<file path="config.mk">
export PLATFORM = sky130hd
export DESIGN_NAME = hv_scan_reg_bist
export DESIGN_NICKNAME = d
export VERILOG_FILES = /design/src/rtl/hv_scan_reg_bist.sv
export SDC_FILE = /design/constraint.sdc
export NUM_CORES = 1
export LEC_CHECK = 0
export CELL_PAD_IN_SITES_DETAIL_PLACEMENT = 2
export CELL_PAD_IN_SITES_GLOBAL_PLACEMENT = 2
export CORE_MARGIN = 5
export CORE_UTILIZATION = 25
export DETAILED_ROUTE_END_ITERATION = 12
export PLACE_DENSITY = 0.6
export SLEW_MARGIN = 20
export SYNTH_ARGS = -nofsm -noshare
export SYNTH_HDL_FRONTEND = slang
export SYNTH_SLANG_ARGS = --single-unit
</file>
<file path="constraint.sdc">
create_clock -name i_clk -period 5.85 [get_ports i_clk]
set_input_delay 0.585 -clock i_clk [delete_from_list [all_inputs] [get_ports i_clk]]
set_output_delay 0.585 -clock i_clk [all_outputs]
set_load 0.03 [all_outputs]
</file>
<file path="src/rtl/hv_scan_reg_bist.sv">
// Purpose: BIST sequencer that walks every HV scan register through the scan controller's level req/ack handshake.
// Latency: req rises the cycle after a start edge; done pulses the cycle after the last ack, a timeout or an abort.
// Backpressure: one read in flight; the next launch waits for ack plus GAP_CYC req-low cycles, and watchdog scan is held off while busy.
module hv_scan_reg_bist #(
  parameter int SCAN_REG_NUM = 17,
  parameter int ACK_TMO_TH   = 64,
  parameter int GAP_CYC      = 2,
  parameter int IDX_W        = $clog2(SCAN_REG_NUM),
  parameter int ERR_CNT_W    = $clog2(SCAN_REG_NUM + 1),
  parameter int TMO_CNT_W    = $clog2(ACK_TMO_TH)
) (
  input  logic                 i_clk,
  input  logic                 i_rst,
  input  logic                 i_bist_start,
  input  logic                 i_bist_abort,
  output logic                 o_bist_scan_reg_req,
  input  logic                 i_scan_reg_bist_ack,
  input  logic                 i_scan_reg_bist_err,
  output logic                 o_wdg_scan_hold,
  output logic                 o_bist_busy,
  output logic                 o_bist_done,
  output logic                 o_bist_fail,
  output logic                 o_bist_tmo_err,
  output logic [ERR_CNT_W-1:0] o_bist_err_cnt,
  output logic [IDX_W-1:0]     o_bist_first_err_idx
);

  // Gap counter only needs to reach GAP_CYC-1; keep at least one bit.
  localparam int GAP_W = (GAP_CYC > 1) ? $clog2(GAP_CYC) : 1;

  localparam logic [IDX_W-1:0]     IDX_LAST = IDX_W'(SCAN_REG_NUM - 1);
  localparam logic [TMO_CNT_W-1:0] TMO_LAST = TMO_CNT_W'(ACK_TMO_TH - 1);
  localparam logic [GAP_W-1:0]     GAP_LAST = GAP_W'(GAP_CYC - 1);

  typedef enum logic [1:0] {
    S_IDLE,
    S_WAIT_ACK,
    S_GAP,
    S_REPORT
  } state_t;

  state_t                 state_q, state_nxt;
  logic                   start_ff;
  logic [IDX_W-1:0]       idx_q, idx_nxt;
  logic [TMO_CNT_W-1:0]   tmo_cnt_q, tmo_cnt_nxt;
  logic [GAP_W-1:0]       gap_cnt_q, gap_cnt_nxt;
  logic                   req_q, req_nxt;
  logic                   busy_q, busy_nxt;
  logic                   done_q, done_nxt;
  logic                   fail_q, fail_nxt;
  logic                   tmo_err_q, tmo_err_nxt;
  logic [ERR_CNT_W-1:0]   err_cnt_q, err_cnt_nxt;
  logic [IDX_W-1:0]       first_idx_q, first_idx_nxt;
  logic                   start_edge;

  assign start_edge = i_bist_start & ~start_ff;

  // State, counters and all result registers; asynchronous reset returns everything to zero/IDLE.
  always_ff @(posedge i_clk or posedge i_rst) begin
    if (i_rst) begin
      state_q     <= S_IDLE;
      start_ff    <= 1'b0;
      idx_q       <= '0;
      tmo_cnt_q   <= '0;
      gap_cnt_q   <= '0;
      req_q       <= 1'b0;
      busy_q      <= 1'b0;
      done_q      <= 1'b0;
      fail_q      <= 1'b0;
      tmo_err_q   <= 1'b0;
      err_cnt_q   <= '0;
      first_idx_q <= '0;
    end else begin
      state_q     <= state_nxt;
      start_ff    <= i_bist_start;
      idx_q       <= idx_nxt;
      tmo_cnt_q   <= tmo_cnt_nxt;
      gap_cnt_q   <= gap_cnt_nxt;
      req_q       <= req_nxt;
      busy_q      <= busy_nxt;
      done_q      <= done_nxt;
      fail_q      <= fail_nxt;
      tmo_err_q   <= tmo_err_nxt;
      err_cnt_q   <= err_cnt_nxt;
      first_idx_q <= first_idx_nxt;
    end
  end

  // Next-state and next-output logic; abort beats ack, ack beats timeout.
  always_comb begin
    state_nxt     = state_q;
    idx_nxt       = idx_q;
    tmo_cnt_nxt   = tmo_cnt_q;
    gap_cnt_nxt   = gap_cnt_q;
    req_nxt       = req_q;
    busy_nxt      = busy_q;
    done_nxt      = 1'b0;
    fail_nxt      = fail_q;
    tmo_err_nxt   = tmo_err_q;
    err_cnt_nxt   = err_cnt_q;
    first_idx_nxt = first_idx_q;

    case (state_q)
      S_IDLE: begin
        if (start_edge) begin
          state_nxt     = S_WAIT_ACK;
          req_nxt       = 1'b1;
          busy_nxt      = 1'b1;
          idx_nxt       = '0;
          tmo_cnt_nxt   = '0;
          gap_cnt_nxt   = '0;
          err_cnt_nxt   = '0;
          first_idx_nxt = '0;
          fail_nxt      = 1'b0;
          tmo_err_nxt   = 1'b0;
        end
      end

      S_WAIT_ACK: begin
        if (i_bist_abort) begin
          req_nxt     = 1'b0;
          fail_nxt    = 1'b1;
          tmo_cnt_nxt = '0;
          done_nxt    = 1'b1;
          state_nxt   = S_REPORT;
        end else if (i_scan_reg_bist_ack) begin
          req_nxt     = 1'b0;
          tmo_cnt_nxt = '0;
          if (i_scan_reg_bist_err) begin
            err_cnt_nxt = err_cnt_q + ERR_CNT_W'(1);
            fail_nxt    = 1'b1;
            if (err_cnt_q == '0) begin
              first_idx_nxt = idx_q;
            end
          end
          if (idx_q == IDX_LAST) begin
            done_nxt  = 1'b1;
            state_nxt = S_REPORT;
          end else begin
            idx_nxt     = idx_q + IDX_W'(1);
            gap_cnt_nxt = '0;
            state_nxt   = S_GAP;
          end
        end else if (tmo_cnt_q == TMO_LAST) begin
          req_nxt     = 1'b0;
          tmo_err_nxt = 1'b1;
          fail_nxt    = 1'b1;
          tmo_cnt_nxt = '0;
          done_nxt    = 1'b1;
          state_nxt   = S_REPORT;
        end else begin
          tmo_cnt_nxt = tmo_cnt_q + TMO_CNT_W'(1);
        end
      end

      S_GAP: begin
        if (i_bist_abort) begin
          fail_nxt  = 1'b1;
          done_nxt  = 1'b1;
          state_nxt = S_REPORT;
        end else if (gap_cnt_q == GAP_LAST) begin
          gap_cnt_nxt = '0;
          req_nxt     = 1'b1;
          state_nxt   = S_WAIT_ACK;
        end else begin
          gap_cnt_nxt = gap_cnt_q + GAP_W'(1);
        end
      end

      S_REPORT: begin
        busy_nxt  = 1'b0;
        state_nxt = S_IDLE;
      end

      default: state_nxt = S_IDLE;
    endcase
  end

  assign o_bist_scan_reg_req  = req_q;
  assign o_wdg_scan_hold      = busy_q;
  assign o_bist_busy          = busy_q;
  assign o_bist_done          = done_q;
  assign o_bist_fail          = fail_q;
  assign o_bist_tmo_err       = tmo_err_q;
  assign o_bist_err_cnt       = err_cnt_q;
  assign o_bist_first_err_idx = first_idx_q;

endmodule

</file>
==> insert_results.sql <==
INSERT INTO impl_metrics (metric_group, metric, value, unit) VALUES
('cts', 'post_cts.repair.setup_buffers', '0', ''),
('pwr', 'clock_power_share', '15.0', '%'),
('route', 'vias', '1384', ''),
('floorplanning', 'die_width', '92.1', 'µm'),
('pwr', 'switch_share', '44.4', '%'),
('floorplanning', 'die_area', '8480', 'µm²'),
('global_routing', 'grt_first_pass_wirelength', '7.85', 'mm'),
('global_routing', 'grtUsageTotal', '11.3', '%'),
('sta', 'final_min_period_over_clock_period', '45.2', '%'),
('route', 'number_of_drc_violations_after_detailed_routing_iteration_0', '43', ''),
('floorplanning', 'die-height', '92.1', 'µm'),
('sta', 'timing.slew.headroom', '53.8', '%'),
('sta', 'final_period_minus_worst_setup_slack', '2650', 'ps'),
('sta', 'max_slew.worst_pin.slew', '689', 'ps'),
('route', 'ant_nets', '0', ''),
('synthesis', 'cell_count_after_synthesis', '180', ''),
('cts', 'cts_tree', 'done', ''),
('sta', 'slew_viol_final', '0', ''),
('cts', 'cts_num_sinks', '30', ''),
('synthesis', 'yosys_register_bits', '30', ''),
('cts', 'htree_levels', '2', ''),
('cells_and_area', 'antenna_cells_inserted', '0', ''),
('route', 'drt_drc_violations_left', '0', ''),
('min_path', 'hp-start', 'o_bist_scan_reg_req', ''),
('worst_setup_path', 'timing.rr.end', 'o_bist_first_err_idx[3]', ''),
('sta', 'finClkSkew', '8.39', 'ps'),
('pwr', 'cellPowerDensity', '497', 'nW/µm²'),
('worst_setup_path', 'kind_of_end_point_of_the_critical_path', 'flip-flop', ''),
('cells_and_area', 'final.fill_count', '759', ''),
('placed_design', 'dpl.hpwl', '3.42', 'mm'),
('worst_setup_path', 'worst_r2r_startpoint', 'state_q[1]', ''),
('route', 'firstDrtPassIters', '4', ''),
('route', 'totalWireLength', '4.43', 'mm'),
('synthesis', 'yosysUniqueCellTypes', '40', ''),
('cts', 'ctsRootBufferMaster', 'sky130_fd_sc_hd__clkbuf_8', ''),
('sta', 'final-hold-violation-count', '0', ''),
('flow_run', 'max_cap_violations', '0', ''),
('worst_setup_path', 'worst_setup_path_start_kind', 'flip-flop', ''),
('synthesis', 'dominantRegCellSynth', 'sky130_fd_sc_hd__dfrtp_1', ''),
('global_routing', 'grt_overflow', '0', ''),
('cts', 'cts_buffer_depth', '2', ''),
('global_routing', 'largest_net_degree_at_the_start_of_global_routing', '31', ''),
('worst_setup_path', 'worstPathArrival', '2800', 'ps'),
('run_status', 'run_status', 'complete, no violations', ''),
('floorplanning', 'start_util', '25.2', '%'),
('synthesis', 'synth.net_count', '196', ''),
('worst_setup_path', 'critical_path_required', '6000', 'ps'),
('sta', 'totalNegativeSetupSlack', '0', 'ps'),
('route', 'avgRoutedWirePerCell', '15.6', 'µm'),
('cells_and_area', 'finish.net_count', '219', ''),
('cells_and_area', 'drive_above_1_share', '4.93', '%'),
('sta', 'setup_viol', '0', ''),
('min_path', 'holdCritPathClass', 'reg2reg', ''),
('placed_design', 'numPortBuffers', '21', ''),
('worst_setup_path', 'rr_worst_depth', '6', ''),
('cts', 'clk_transition_reported_paths', '60', 'ps'),
('synthesis', 'syn_area_per_cell', '9.36', 'µm²'),
('synthesis', 'synthesis.area', '1680', 'µm²'),
('pwr', 'netSwitchingPower', '0.000450', 'W'),
('min_path', 'min_delay_worst_endpoint', 'o_bist_scan_reg_req', ''),
('min_path', 'hold-path-cell-count', '1', ''),
('cts', 'cts_hold_repair.buffers', '0', ''),
('worst_setup_path', 'r2r_setup_slack', '3200', 'ps'),
('global_routing', 'antenna_found_initial', '0', ''),
('worst_setup_path', 'timing_worst_setup_path_type', 'reg2reg', ''),
('placed_design', 'final_gp_congestion', '0.718', ''),
('cts', 'post_cts_resize_count', '0', ''),
('pwr', 'power.combinational.fraction', '52.2', '%'),
('synthesis', 'seq_area_frac_synth', '44.6', '%'),
('synthesis', 'async_flop_share', '100', '%'),
('floorplanning', 'boundaryPins', '22', '');
[how the worst max path moves through the flow]
| stage | cells past startpoint | end | slack [ps] | startpoint |
|---|---|---|---|---|
| after global routing | 6 | o_bist_first_err_idx[3] | 2980 | state_q[1] |
| final | 6 | o_bist_first_err_idx[3] | 3200 | state_q[1] |
| after detailed placement | 6 | o_bist_first_err_idx[1] | 3230 | state_q[1] |
| after CTS | 6 | o_bist_first_err_idx[1] | 3200 | state_q[1] |
| after global placement | 6 | o_bist_first_err_idx[1] | 3370 | state_q[1] |
| after floorplan | 7 | o_bist_first_err_idx[0] | 3830 | state_q[0] |
[critical path, stage by stage, from the launching register on]
cell                       delay, ps
sky130_fd_sc_hd__dfrtp_1         420
sky130_fd_sc_hd__inv_1           160
sky130_fd_sc_hd__ha_1            610
sky130_fd_sc_hd__nand2b_1        220
sky130_fd_sc_hd__a22o_1          390
sky130_fd_sc_hd__or4_4           580
sky130_fd_sc_hd__mux2i_1         150
[synthesized netlist by cell type, drive strengths merged (3+ instances only)]
cell type | n | area [µm²]
ha | 10 | 125
a21oi | 6 | 30.0
inv | 10 | 37.5
nand2 | 33 | 124
or3 | 3 | 18.8
dfrtp | 30 | 751
nand2b | 8 | 50.1
mux2i | 9 | 90.1
nand3b | 3 | 26.3
and3 | 4 | 25.0
o21ai | 11 | 55.1
buf | 4 | 28.8
nand3 | 9 | 45.0
nor2 | 9 | 33.8
[registers in the layout, summed over array words and instances (netlist names)]
signal                flops
o_bist_first_err_idx      5
o_bist_err_cnt            5
o_bist_busy               1
o_bist_tmo_err            1
o_bist_fail               1
start_ff                  1
o_bist_scan_reg_req       1
gap_cnt_q                 1
tmo_cnt_q                 6
idx_q                     5
state_q                   2
o_bist_done               1
[power groups by stage]
stage | Sequential [W] | Combinational [W] | Clock (W)
after floorplan | 0.000394 | 0.000306 | 0
after detailed placement | 0.000337 | 0.000538 | 0
final | 0.000332 | 0.000530 | 0.000153
after global routing | 0.000343 | 0.000590 | 0.000170
after CTS | 0.000334 | 0.000542 | 0.000161
after global placement | 0.000331 | 0.000523 | 0
[logic make-up (layout without fill, tap and decap cells)]
group | Yosys count | count (layout) | share of synthesized area [%]
multiplexers | 10 | 10 | 6.02
flip-flops | 30 | 30 | 44.6
AO/OA/AOI/OAI | 34 | 34 | 12.9
adder cells (fa/ha/maj) | 10 | 10 | 7.43
buffers and inverters | 16 | 39 | 4.38
XOR/XNOR | 3 | 3 | 1.56
AND/OR/NAND/NOR | 77 | 77 | 23.1
[metrics by stage]
step	hold slack [ps]	std cells	utilization, %	total power, W	setup slack [ps]
2_1_floorplan	495	180	-	0.000700	3830
3_3_place_gp	502	276	29.4	0.000854	3370
3_5_place_dp	487	276	29.4	0.000876	3230
4_1_cts	520	283	30.6	0.00104	3200
5_1_grt	526	283	30.6	0.00110	2980
6_report	507	283	30.6	0.00101	3200
[metal layers]
metal	wire length, µm	up-vias	global-route usage [%]
met5	0	-	0
met1	2120	699	14.6
met4	48	0	4.21
met2	2130	18	18.6
met3	132	4	2.38
li1	-	663	-
[area by class of cell]
class / count / area [µm²] / area share [%]
inverters: 10 / 37.5 / 1.84
well taps: 80 / 100 / 4.90
clock buffers: 7 / 76.3 / 3.74
flip-flops and latches: 30 / 751 / 36.8
multi-input cells: 134 / 860 / 42.1
repair buffers: 22 / 218 / 10.7
[placed cells by master, fill, tap and decap left out, types with 2 or more instances in the layout]
master	count
sky130_fd_sc_hd__and3_1	4
sky130_fd_sc_hd__nand3b_1	2
sky130_fd_sc_hd__clkbuf_1	2
sky130_fd_sc_hd__o211ai_1	2
sky130_fd_sc_hd__o22ai_1	2
sky130_fd_sc_hd__clkdlybuf4s50_1	21
sky130_fd_sc_hd__nand3_1	9
sky130_fd_sc_hd__or3_1	3
sky130_fd_sc_hd__and2_1	2
sky130_fd_sc_hd__nor2_1	9
sky130_fd_sc_hd__dfrtp_1	30
sky130_fd_sc_hd__xor2_1	2
sky130_fd_sc_hd__a31oi_1	2
sky130_fd_sc_hd__inv_1	10
sky130_fd_sc_hd__a21oi_1	6
sky130_fd_sc_hd__a211oi_1	2
sky130_fd_sc_hd__o2bb2ai_1	2
sky130_fd_sc_hd__clkbuf_8	5
sky130_fd_sc_hd__o21ai_0	10
sky130_fd_sc_hd__o2111ai_1	2
sky130_fd_sc_hd__nand2b_1	8
sky130_fd_sc_hd__mux2i_1	9
sky130_fd_sc_hd__ha_1	10
sky130_fd_sc_hd__nand2_1	33
(Power assumes the default switching activity.)
